`src/rtl/counter_pkg.sv`:
```
// counter_pkg: shared constants for the parametrised up/down counter.
// Provides direction / overflow-mode encodings and default widths used by
// counter_param, counter_next_calc and counter_param_if.
package counter_pkg;

  // Direction encoding for the dir input.
  localparam logic DIR_UP   = 1'b1;
  localparam logic DIR_DOWN = 1'b0;

  // Overflow handling encoding for the sat_mode input.
  localparam logic MODE_WRAP = 1'b0;
  localparam logic MODE_SAT  = 1'b1;

  // Default widths.
  localparam int CNT_WIDTH_DEF  = 16;
  localparam int STEP_WIDTH_DEF = 5;

endpackage : counter_pkg

```
`src/rtl/counter_param_if.sv`:
```
// counter_param_if: control/status bundle between the board controls and the
// counter. Controls: enable, load, load_value, dir, step, limit, sat_mode,
// disp. Status: count (live), output_value (display), tc (terminal count).
// master = control source / display driver side, slave = counter side.
interface counter_param_if #(
  parameter int WIDTH  = counter_pkg::CNT_WIDTH_DEF,
  parameter int STEP_W = counter_pkg::STEP_WIDTH_DEF
);

  logic              enable;
  logic              load;
  logic [WIDTH-1:0]  load_value;
  logic              dir;
  logic [STEP_W-1:0] step;
  logic [WIDTH-1:0]  limit;
  logic              sat_mode;
  logic              disp;
  logic [WIDTH-1:0]  count;
  logic [WIDTH-1:0]  output_value;
  logic              tc;

  modport master (
    output enable, load, load_value, dir, step, limit, sat_mode, disp,
    input  count, output_value, tc
  );

  modport slave (
    input  enable, load, load_value, dir, step, limit, sat_mode, disp,
    output count, output_value, tc
  );

endinterface : counter_param_if

```
`src/rtl/counter_next_calc.sv`:
```
// counter_next_calc: purely combinational next-count calculation.
// Inputs: count_i (current), s_i (effective step, already clipped to limit),
//   limit_i, dir_i, sat_mode_i. Outputs: next_count_o, boundary_o (tc source).
module counter_next_calc
  import counter_pkg::*;
#(
  parameter int WIDTH = CNT_WIDTH_DEF
) (
  input  logic [WIDTH-1:0] count_i,
  input  logic [WIDTH-1:0] s_i,
  input  logic [WIDTH-1:0] limit_i,
  input  logic             dir_i,
  input  logic             sat_mode_i,
  output logic [WIDTH-1:0] next_count_o,
  output logic             boundary_o
);

  localparam logic [WIDTH-1:0] ONE  = WIDTH'(1);
  localparam logic [WIDTH-1:0] ZERO = '0;

  logic [WIDTH:0]   sum_x;
  logic             up_over;
  logic             dn_under;
  logic             out_of_range;
  logic [WIDTH-1:0] wrap_up;
  logic [WIDTH-1:0] wrap_dn;

  // One extra bit so count + s can never lose its carry, even when
  // limit is all ones.
  assign sum_x        = {1'b0, count_i} + {1'b0, s_i};
  assign up_over      = sum_x > {1'b0, limit_i};
  assign dn_under     = count_i < s_i;
  assign out_of_range = count_i > limit_i;

  // The wrapped results always land in 0..limit, so plain modulo-2^WIDTH
  // arithmetic gives them exactly; intermediate overflow cancels out.
  // This also makes limit = all ones degenerate to ordinary modulo counting.
  assign wrap_up = count_i + s_i - limit_i - ONE;
  assign wrap_dn = count_i - s_i + limit_i + ONE;

  always_comb begin
    next_count_o = count_i;
    boundary_o   = 1'b0;

    if (out_of_range) begin
      // limit was lowered under the current count: snap back into range.
      // Checked before the zero-step case so a count can never stay stuck
      // above limit (e.g. limit = 0 forces s = 0).
      boundary_o   = 1'b1;
      next_count_o = (dir_i == DIR_UP && sat_mode_i == MODE_WRAP) ? ZERO : limit_i;
    end else if (s_i == ZERO) begin
      next_count_o = count_i;
    end else if (dir_i == DIR_UP) begin
      if (!up_over) begin
        next_count_o = sum_x[WIDTH-1:0];
      end else if (sat_mode_i == MODE_SAT) begin
        // Already pinned at limit: no new boundary event.
        if (count_i != limit_i) begin
          next_count_o = limit_i;
          boundary_o   = 1'b1;
        end
      end else begin
        next_count_o = wrap_up;
        boundary_o   = 1'b1;
      end
    end else begin
      if (!dn_under) begin
        next_count_o = count_i - s_i;
      end else if (sat_mode_i == MODE_SAT) begin
        // Already pinned at zero: no new boundary event.
        if (count_i != ZERO) begin
          next_count_o = ZERO;
          boundary_o   = 1'b1;
        end
      end else begin
        next_count_o = wrap_dn;
        boundary_o   = 1'b1;
      end
    end
  end

endmodule : counter_next_calc

```
`src/rtl/counter_param.sv`:
```
// counter_param: parametrised up/down modulus counter with wrap/saturate,
// synchronous load, registered terminal-count pulse and display-hold register.
// Ports: clock, clear (async active-high), bus (counter_param_if.slave):
//   controls enable/load/load_value/dir/step/limit/sat_mode/disp,
//   status count/output_value/tc. All state updates on the rising edge.
module counter_param
  import counter_pkg::*;
#(
  parameter int WIDTH  = CNT_WIDTH_DEF,
  parameter int STEP_W = STEP_WIDTH_DEF
) (
  input  logic             clock,
  input  logic             clear,
  counter_param_if.slave   bus
);

  logic [WIDTH-1:0] count_q,  count_d;
  logic [WIDTH-1:0] disp_q,   disp_d;
  logic             tc_q,     tc_d;

  logic [WIDTH-1:0] step_ext;
  logic [WIDTH-1:0] s_eff;
  logic [WIDTH-1:0] load_clip;
  logic [WIDTH-1:0] calc_next;
  logic             calc_bnd;

  // Step is unsigned and zero-extended; a step larger than the whole
  // range is clipped to limit so a single move never skips more than
  // one full turn.
  assign step_ext  = WIDTH'(bus.step);
  assign s_eff     = (step_ext > bus.limit) ? bus.limit : step_ext;
  assign load_clip = (bus.load_value > bus.limit) ? bus.limit : bus.load_value;

  counter_next_calc #(
    .WIDTH (WIDTH)
  ) u_next_calc (
    .count_i      (count_q),
    .s_i          (s_eff),
    .limit_i      (bus.limit),
    .dir_i        (bus.dir),
    .sat_mode_i   (bus.sat_mode),
    .next_count_o (calc_next),
    .boundary_o   (calc_bnd)
  );

  // load beats enable; tc is a one-cycle pulse so it drops whenever no
  // boundary event happens this edge.
  always_comb begin
    count_d = count_q;
    tc_d    = 1'b0;
    if (bus.load) begin
      count_d = load_clip;
    end else if (bus.enable) begin
      count_d = calc_next;
      tc_d    = calc_bnd;
    end
  end

  // Display follows the value count takes at this same edge, so a load
  // or count step shows up on the display without an extra cycle.
  assign disp_d = bus.disp ? count_d : disp_q;

  always_ff @(posedge clock or posedge clear) begin
    if (clear) begin
      count_q <= '0;
      disp_q  <= '0;
      tc_q    <= 1'b0;
    end else begin
      count_q <= count_d;
      disp_q  <= disp_d;
      tc_q    <= tc_d;
    end
  end

  assign bus.count        = count_q;
  assign bus.output_value = disp_q;
  assign bus.tc           = tc_q;

endmodule : counter_param
```
`src/flat_wrapper.sv`:
```
// flat-port wrapper written by rule: the top's interface ports become plain ports
module counter_param_flat import counter_pkg::*;
#(
  parameter int WIDTH  = CNT_WIDTH_DEF,
  parameter int STEP_W = STEP_WIDTH_DEF
)
  (clock, clear, bus_enable, bus_load, bus_load_value, bus_dir, bus_step, bus_limit, bus_sat_mode, bus_disp, bus_count, bus_output_value, bus_tc);
  counter_param_if #(.WIDTH(WIDTH), .STEP_W(STEP_W)) bus_i ();
  input  logic clock;
  input  logic clear;
  input wire logic [$bits(bus_i.enable)-1:0] bus_enable;
  input wire logic [$bits(bus_i.load)-1:0] bus_load;
  input wire logic [$bits(bus_i.load_value)-1:0] bus_load_value;
  input wire logic [$bits(bus_i.dir)-1:0] bus_dir;
  input wire logic [$bits(bus_i.step)-1:0] bus_step;
  input wire logic [$bits(bus_i.limit)-1:0] bus_limit;
  input wire logic [$bits(bus_i.sat_mode)-1:0] bus_sat_mode;
  input wire logic [$bits(bus_i.disp)-1:0] bus_disp;
  output wire logic [$bits(bus_i.count)-1:0] bus_count;
  output wire logic [$bits(bus_i.output_value)-1:0] bus_output_value;
  output wire logic [$bits(bus_i.tc)-1:0] bus_tc;
  assign bus_i.enable = bus_enable;
  assign bus_i.load = bus_load;
  assign bus_i.load_value = bus_load_value;
  assign bus_i.dir = bus_dir;
  assign bus_i.step = bus_step;
  assign bus_i.limit = bus_limit;
  assign bus_i.sat_mode = bus_sat_mode;
  assign bus_i.disp = bus_disp;
  assign bus_count = bus_i.count;
  assign bus_output_value = bus_i.output_value;
  assign bus_tc = bus_i.tc;
  counter_param #(.WIDTH(WIDTH), .STEP_W(STEP_W)) u_core (.clock(clock), .clear(clear), .bus(bus_i));
endmodule
```
`config.mk`:
```
export PLATFORM = sky130hd
export DESIGN_NAME = counter_param_flat
export DESIGN_NICKNAME = d
export VERILOG_FILES = /design/src/rtl/counter_pkg.sv /design/src/rtl/counter_param_if.sv /design/src/rtl/counter_next_calc.sv /design/src/rtl/counter_param.sv /design/src/flat_wrapper.sv
export SDC_FILE = /design/constraint.sdc
export NUM_CORES = 1
export LEC_CHECK = 0
export ABC_AREA = 1
export ABC_CLOCK_PERIOD_IN_PS = 4050
export BUFFER_PORTS_ARGS = -buffer_cell sky130_fd_sc_hd__buf_2
export CORE_ASPECT_RATIO = 0.9
export CORE_MARGIN = 10
export CORE_UTILIZATION = 35
export CTS_CLUSTER_DIAMETER = 150
export DETAILED_ROUTE_END_ITERATION = 8
export PLACE_DENSITY = 0.51
export SYNTH_ARGS = -nofsm -noshare
export SYNTH_HDL_FRONTEND = slang
export SYNTH_SLANG_ARGS = --single-unit
```
`constraint.sdc`:
```
create_clock -name clock -period 4.05 [get_ports clock]
set_input_delay 0.405 -clock clock [delete_from_list [all_inputs] [get_ports clock]]
set_output_delay 0.405 -clock clock [all_outputs]
set_load 0.02 [all_outputs]
```
# After elaboration in Yosys (flattened, before gate mapping)
# Index checks and enable logic that the tools add are counted.
[totals]
romBits = 0
latchBits = 0
out_inout_bits = 33
ramBits = 0
regBits = 33
mem_count = 0
[classes]
n_div = 0
eq_ne = 1
multipliers = 0
mux = 25
shifts = 0
n_bitwise = 1
addsub = 7
n_reduce_logical = 3
order_cmp = 5
[ops]
columns = ["cell", "n"]
rows = [
  ["$mux W16", 14],
  ["$add A16 B16 Y16", 2],
  ["$gt A16 B16 Y1", 2],
  ["$sub A16 B16 Y16", 2],
  ["$add A16 B16 Y17", 1],
  ["$gt A17 B16 Y1", 1],
  ["$add A16 B1 Y16 const B", 1],
  ["$gt A5 B16 Y1", 1],
  ["$logic_not A16 Y1", 1],
  ["$lt A16 B16 Y1", 1],
  ["$ne A16 B16 Y1", 1],
  ["$reduce_bool A16 Y1", 1],
  ["$sub A16 B1 Y16 const B", 1],
  ["$mux W1", 11],
  ["$logic_and A1 B1 Y1", 1],
  ["$not A1 Y1", 1],
]

# Longest topological paths before layout
# Gate-level depths: netlist (run 1).
[logic_depth]
depth_word = 12
depth_mapped = 43

# Modules after synthesis
# From an unflattened synthesis (run 1), not the netlist that was laid out.
[unflattened]
hier_cells = 1403
area_unflattened_um2 = 8454.4
[by_module_without_submodules]
columns = ["mod", "seq_area_each_um2", "n_inst", "area_each_um2", "cells_per_inst"]
rows = [
  ["counter_next_calc", 0.0, 1, 6095.8, 1074],
  ["counter_param", 825.8, 1, 2358.5, 329],
]

# Worst setup path before layout (run 1)
# OpenSTA, ideal clock, no wires.
[synth_path]
kind = "input-to-reg"
startpoint = "input bus_limit[1]"
endpoint = "register u_core.disp_q[14] (netlist: u_core.bus.output_value[14])"
path_stages = 41
arrival_time_ns = 4.959
path_slack_ns = -1.026
path_cell_list = "inv_1 > ha_1 > inv_2 > nor3_1 > nor4_4 > nand2_2 > nand2_1 > nand2_1 > inv_1 > ha_1 > inv_1 > fa_1 > o21ai_1 > nand2_1 > nand2_1 > nand2_1 > nand2_1 > a21oi_1 > [5 not listed] > nand2_1 > nand2_1 > nand2_1 > nand2_1 > nand2_1 > nand2_1 > nand2_1 > nand2_1 > buf_2 > nand2_1 > nand3_1 > nand2_1 > nand2_1 > nand2_1 > nand2_1 > nand2_2 > nand2_1 > nand2_1"
[synth_via]
elab_chain_cells = 12
elab_cells_between_ends = 26
cone_classes = "7 x add/sub; 5 x order compare; 1 x eq/ne; 12 x mux; 1 x reduce/logical"
[synth_lines]
columns = ["element", "line", "rtl"]
rows = [
  ["start, declared", "flat_wrapper.sv:16", "input wire logic [$bits(bus_i.limit)-1:0] bus_limit;"],
  ["$gt A5 B16 Y1", "counter_param.sv:31", "assign s_eff = (step_ext > bus.limit) ? bus.limit : step_ext;"],
  ["$mux W16", "counter_param.sv:31", ""],
  ["$sub A16 B16 Y16 / $add A16 B16 Y16 (equally long branches)", "counter_next_calc.sv:39, counter_next_calc.sv:68, counter_next_calc.sv:38", ""],
  ["$add A16 B16 Y16 / $sub A16 B16 Y16 (equally long branches)", "counter_next_calc.sv:39, counter_next_calc.sv:38", ""],
  ["$add A16 B1 Y16 / $sub A16 B1 Y16 (equally long branches)", "counter_next_calc.sv:39, counter_next_calc.sv:38", ""],
  ["$mux W16, on equally long branches", "counter_next_calc.sv:69, counter_next_calc.sv:56", ""],
  ["$mux W16, on equally long branches", "counter_next_calc.sv:67, counter_next_calc.sv:54", ""],
  ["$mux W16", "counter_next_calc.sv:53", "end else if (dir_i == DIR_UP) begin"],
  ["$mux W16", "counter_next_calc.sv:51", "end else if (s_i == ZERO) begin"],
  ["$mux W16", "counter_next_calc.sv:45", "if (out_of_range) begin"],
  ["$mux W16", "counter_param.sv:53", "end else if (bus.enable) begin"],
  ["$mux W16 *", "counter_param.sv:51", "if (bus.load) begin"],
  ["net u_core.count_d[14]", "counter_param.sv:17", "logic [WIDTH-1:0] count_q, count_d;"],
  ["end signal, assigned", "counter_param.sv:70", "disp_q <= disp_d;"],
  ["end, declared", "counter_param.sv:18", "logic [WIDTH-1:0] disp_q, disp_d;"],
]
# The timed path passes the listed nets; every way through them passes the cells marked *.
# A chain may end at the register's enable or synchronous reset.

# Worst setup path in the final report (run 1)
[layout_path]
startpoint = "input bus_limit[7]"
endpoint = "register u_core.disp_q[10] (netlist: u_core.bus.output_value[10])"
# The elaborated chain is that of the path after synthesis.

==> results of run 1 <==
flip-flops by register name, indices dropped and copies added, names as in the netlist:
register                 cells
u_core.bus.count            16
u_core.bus.tc                1
u_core.bus.output_value     16
final cells by class:
cell class | instances | area, sq um
sequential | 33 | 826
inverter | 205 | 803
timing repair buffer | 270 | 1920
clock inverter | 1 | 5.00
fill | 2441 | 11500
multi-input combinational | 1043 | 6770
tap | 297 | 372
clock buffer | 7 | 153
repair_timing:
action | CTS | global route
cloned | 1 | 0
endpoints found under the setup margin | 33 | 33
hold endpoints to repair | 0 | 0
gates resized for setup | 51 | 49
pin swaps | 43 | 19
setup buffers | 10 | 6
layer usage:
| layer | vias up | GRT usage | part of all wire |
|---|---|---|---|
| met4 | 0 | 0.0421 | 0.021 |
| li1 | 4777 | - | - |
| met3 | 37 | 0.0234 | 0.043 |
| met2 | 227 | 0.363 | 0.47 |
| met5 | - | 0 | 0 |
| met1 | 4189 | 0.296 | 0.47 |
critical path: cells and delay by family:
kind                     cells  cell delay (ps)
buffers and inverters        8              830
adder cells (fa/ha/maj)      3              770
AO/OA/AOI/OAI                4              670
XOR/XNOR                     1              230
AND/OR/NAND/NOR             23             2070
cells by family (layout without fill, tap and decap cells):
group | count (synthesis) | in the layout | synth area share
AOI/OAI and AO/OA | 282 | 282 | 0.203
xor gates and xnor gates | 33 | 33 | 0.0365
adders and majority gates | 136 | 136 | 0.224
buffers and inverters | 250 | 483 | 0.123
DFF | 33 | 33 | 0.104
other | 2 | 23 | 0.000949
and+or+nand+nor | 569 | 569 | 0.309
path summary, 6_finish.rpt:
| path | from | endpoint | cells after the start |
|---|---|---|---|
| max reg2reg | u_core.bus.count[7]$_DFF_PP0_ | u_core.bus.output_value[10]$_DFFE_PP0P_ | 32 |
| max | bus_limit[7] | u_core.bus.output_value[10]$_DFFE_PP0P_ | 39 |
| min in group clock | bus_load_value[7] | u_core.bus.count[7]$_DFF_PP0_ | 3 |
| min | clear | u_core.bus.output_value[12]$_DFFE_PP0P_ | 3 |
| min reg2reg | u_core.bus.output_value[8]$_DFFE_PP0P_ | u_core.bus.output_value[8]$_DFFE_PP0P_ | 2 |
| max in group asynchronous | clear | u_core.bus.output_value[0]$_DFFE_PP0P_ | 3 |
layout by cell type (no fill, tap or decap), drive strengths merged, types with 2 or more instances in the layout:
| cell | n |
|---|---|
| nand3b | 14 |
| clkinvlp | 4 |
| a211oi | 4 |
| inv | 191 |
| ha | 127 |
| o21bai | 11 |
| o2111ai | 3 |
| nand3 | 78 |
| nand4 | 16 |
| nor4 | 6 |
| a31o | 2 |
| xor2 | 27 |
| a221oi | 2 |
| a31oi | 4 |
| o21ai | 104 |
| fa | 9 |
| clkinv | 11 |
| a21boi | 3 |
| nor2 | 70 |
| a21o | 5 |
| o211ai | 21 |
| dfrtp | 33 |
| buf | 270 |
| clkbuf | 7 |
| nor3 | 15 |
| xnor2 | 6 |
| or2 | 3 |
| conb | 23 |
| a21oi | 118 |
| nand2 | 366 |
| o21a | 2 |
power groups by stage:
stage | Sequential [W] | Combinational (W) | Clock, W
after floorplan | 0.000547 | 0.00232 | 0
after CTS | 0.000450 | 0.00414 | 0.000417
after global placement | 0.000454 | 0.00396 | 0
after detailed placement | 0.000455 | 0.00397 | 0
after global routing | 0.000457 | 0.00482 | 0.000432
final | 0.000450 | 0.00433 | 0.000405
through the flow:
stage	TNS [ps]	instances	area [sq um]
floorplan	-16040	1326	8260
global placement	-35390	1831	10200
detailed placement	-35770	1831	10200
CTS	-20240	1850	10600
global route	-30370	1856	10800
finish	-21500	1856	10800
==> flow_summary.json, run 1 <==
{
  "finalHoldViolations": 0,
  "track_usage": 0.217,
  "post_synth_num_cell_types": 50,
  "clkPwrFrac": 0.078,
  "yosys_most_used_dff": "dfrtp_1",
  "ios": 77,
  "numPortBuffers": 76,
  "die_w_microns": 178,
  "violations": "negative setup slack",
  "num_antenna_cells": 0,
  "max_stage_delay_ps": 410,
  "drt_iter0_drc": 631,
  "synthCells": 1305,
  "critPathCaptureType": "flip-flop",
  "cts.sinks": 33,
  "drive_gt1_frac": 0.293,
  "yosysWarningCount": 0,
  "num_vias": 9230,
  "cts_root_buf": "clkbuf_16",
  "slew_headroom": 0.589,
  "insertion_delay_ps": 280,
  "start_kind": "input pin",
  "comb_power_share": 0.835,
  "grt_overflow_total": 0,
  "wirelength_microns": 32000,
  "cts.clk_slew.worst_paths_ps": 60,
  "core_sq_um": 22400,
  "synth.most_common_cell": "nand2_1",
  "post-route-drc-count": 0,
  "outcome": "finished, violations left",
  "power_density_nw_per_um2": 478,
  "p_sw_frac": 0.519,
  "grt_max_degree": 34,
  "yosysTopAreaCell": "ha_1",
  "async_reset_ff_frac": 1.00,
  "skew_ps": 6.71,
  "first_global_vias": 8906,
  "p_sw_w": 0.00269,
  "synth_area_sq_um": 7910,
  "slowest_stage": "nor4_4",
  "crit_type": "in -> reg",
  "irDropWorstVdd_v": 0.000160,
  "maxCapViolations": 0,
  "min_period_ps": 4790,
  "min_period_over_period": 1.18,
  "ctsHoldBuffers": 0,
  "die_h_microns": 163,
  "fin_nets": 1738,
  "required_ps": 4270,
  "p_seq_frac": 0.087,
  "grt_setup_unrepaired": "yes",
  "syn_to_final_growth_pct": 37.1,
  "worst_ep_arrival_time_ps": 5010,
  "timing.critical_path.mode_cell": "nand2_1",
  "setup_viol": 33,
  "dp_hpwl_microns": 26600,
  "avgRoutedWirePerCell_microns": 17.2,
  "synth_common_cells": "359 x nand2_1, 159 x inv_1, 127 x ha_1",
  "seq_area_frac_synth": 0.104,
  "reg2reg_slack_ps": 120,
  "place.gp.congestion": 0.954,
  "fin_util": 0.485,
  "cts_tree": "done",
  "initial_core_util": 0.353,
  "p_total_w": 0.00518,
  "avgViaCountPerCell": 4.97,
  "holdWs_ps": 224,
  "fin_ws_ps": -736,
  "tightest_slew_ps": 616,
  "synth_top_area_share": 0.201,
  "max_freq_mhz": 209,
  "p_int_w": 0.00249,
  "pre_cts_slack_ps": -1180,
  "htree_levels": 2,
  "clk_path_buf_depth": 2,
  "ys_ff_latch": 33,
  "worstPathMaxFanout": 7,
  "synth-edff-count": 0,
  "syn_area_per_cell_sq_um": 6.06,
  "maxSlewViolCount": 0,
  "die-area_sq_um": 29000,
  "grt_pass1_wl_microns": 50000,
  "hold_class": "in -> async",
  "detail_route.first_pass.iterations": 5,
  "synthTopCellsByArea": "ha_1 20%, nand2_1 17%, dfrtp_1 10%",
  "numCtsBuffers": 5,
  "ant_nets": 0,
  "num_rows": 52,
  "p_leak_nw": 5.91,
  "antenna_found_initial": 0
}
(Power assumes the default switching activity.)
==> inputs of run 2 (changes only) <==
--- a/config.mk
+++ b/config.mk
@@ -17,3 +17,4 @@
 export SYNTH_ARGS = -nofsm -noshare
 export SYNTH_HDL_FRONTEND = slang
 export SYNTH_SLANG_ARGS = --single-unit
+export TNS_END_PERCENT = 10
==> run 2 against run 1 <==
Against the previous run: the flow still finishes with violations (negative setup slack); power is 0.34% higher; first-iteration DRC count is 19% higher; critical endpoint is now u_core.bus.output_value[7]$_DFFE_PP0P_; die area stayed put.
==> flow_summary.json, run 2 (same netlist as run 1, synthesis figures left out) <==
{
  "fin_nets": 1737,
  "busiest_layer": "met2",
  "max_stage_delay_ps": 350,
  "max_freq_mhz": 213,
  "crit_path_end": "u_core.bus.output_value[7]$_DFFE_PP0P_",
  "regArea_sq_um": 826,
  "avgViaCountPerCell": 4.99,
  "insertion_delay_ps": 280,
  "violations": "negative setup slack",
  "worstPathMaxFanout": 7,
  "mostFrequentLayoutCells": "318 x nand2_1, 186 x buf_4, 149 x inv_1",
  "timing.critical_path.mode_cell": "nand2_1",
  "slowest_stage": "fa_2",
  "tightest_slew_ps": 1270,
  "critPathCaptureType": "flip-flop",
  "skew_ps": 4.01,
  "cts_root_buf": "clkbuf_16",
  "reg2reg_slack_ps": 220,
  "slew_headroom": 0.153,
  "track_usage": 0.216,
  "num_rows": 52,
  "place.gp.congestion": 0.966,
  "die-area_sq_um": 29000,
  "r2r-start": "u_core.bus.count[7]$_DFF_PP0_",
  "core_sq_um": 22400,
  "drive_gt1_frac": 0.281,
  "startpoint": "bus_limit[1]",
  "cts_tree": "done",
  "htree_levels": 2,
  "cts.clk_slew.worst_paths_ps": 50,
  "crit_type": "in -> reg",
  "fin_util": 0.480,
  "min_period_over_period": 1.16,
  "detail_route.first_pass.iterations": 7,
  "dp_hpwl_microns": 26300,
  "rr_endpoint": "u_core.bus.output_value[7]$_DFFE_PP0P_",
  "p_leak_nw": 5.89,
  "use_met3": 0.0199,
  "setup_viol": 33,
  "multiInputGateArea_sq_um": 6690,
  "num_antenna_cells": 0,
  "worst_ep_arrival_time_ps": 4910,
  "reg2reg_depth": 32,
  "outcome": "finished, violations left",
  "num_vias": 9244,
  "drt_iter0_drc": 749,
  "start_kind": "input pin",
  "syn_to_final_growth_pct": 35.9,
  "fin_ws_ps": -634,
  "antenna_found_initial": 0,
  "ios": 77,
  "die_w_microns": 178,
  "finalSetupTns_ps": -18000,
  "maxCapViolations": 0,
  "grt_overflow_total": 0,
  "placed_cells": 1830,
  "ant_nets": 0,
  "pre_cts_slack_ps": -1170,
  "layoutNonFillerInstCount": 1854,
  "layout_commonest_cell": "nand2_1",
  "clk_path_buf_depth": 2,
  "numCtsBuffers": 5,
  "grt_setup_unrepaired": "yes",
  "die_h_microns": 163,
  "grtUsageMet1": 0.297,
  "maxSlewViolCount": 0,
  "irDropWorstVdd_v": 0.000187,
  "finalHoldViolations": 0,
  "nFillCells": 2385,
  "initial_core_util": 0.353,
  "grt_pass1_wl_microns": 49500,
  "avgRoutedWirePerCell_microns": 17.3,
  "wirelength_microns": 32100,
  "post-route-drc-count": 0,
  "numPortBuffers": 76,
  "use_met2": 0.363,
  "cts.sinks": 33,
  "grt_max_degree": 34,
  "required_ps": 4270,
  "power_density_nw_per_um2": 484,
  "hold_class": "in -> async",
  "first_global_vias": 8864,
  "min_period_ps": 4680
}
## run 2: critical path: cells and delay by family
| family | cells | cell delay [ps] |
|---|---|---|
| and+or+nand+nor | 23 | 1790 |
| adders and majority gates | 4 | 1080 |
| AOI/OAI and AO/OA | 5 | 960 |
| buffers and inverters | 8 | 660 |
## run 2: stage by stage
stage,hold WS (ps),power (W),cell area (sq um)
4_1_cts,226,0.00503,10500
6_report,210,0.00520,10800
3_5_place_dp,461,0.00440,10100
3_3_place_gp,460,0.00437,10100
5_1_grt,254,0.00569,10800
2_1_floorplan,534,0.00281,8170
## run 2: where the power goes
group          internal [W]  switching [W]
logic               0.00188        0.00249
clock network      0.000242       0.000144
registers          0.000390      0.0000549
## run 2: layout make-up
type                       count  area share
clock buffer                   7      0.0133
sequential                    33      0.0768
multi-input combinational   1043       0.622
inverter                     205      0.0741
tap                          297      0.0346
timing repair buffer         269       0.179
## run 2: repair_timing
item | 4_1_cts | 5_1_grt
endpoints found under the hold margin | 0 | 0
pin swaps | 35 | 34
cloned | 1 | 0
setup buffers | 9 | 7
hold buffers | 0 | 0
gates resized for setup | 58 | 43
setup endpoints to repair | 33 | 33
## run 2: worst min path at each step
stage,endpoint,slack (ps),startpoint
after floorplan,u_core.bus.count[0]$_DFF_PP0_,530,clear
after global placement,u_core.bus.output_value[8]$_DFFE_PP0P_,460,u_core.bus.output_value[8]$_DFFE_PP0P_
after detailed placement,u_core.bus.output_value[11]$_DFFE_PP0P_,460,u_core.bus.output_value[11]$_DFFE_PP0P_
after CTS,u_core.bus.output_value[14]$_DFFE_PP0P_,230,clear
after global routing,u_core.bus.count[11]$_DFF_PP0_,250,clear
final,u_core.bus.output_value[14]$_DFFE_PP0P_,210,clear
## run 2: metal layers
metal | up-vias | wire, microns | share of wire
li1 | 4789 | - | -
met1 | 4210 | 15200 | 0.47
met2 | 218 | 15000 | 0.47
met3 | 27 | 1370 | 0.043
met4 | 0 | 478 | 0.015
met5 | - | 0 | 0
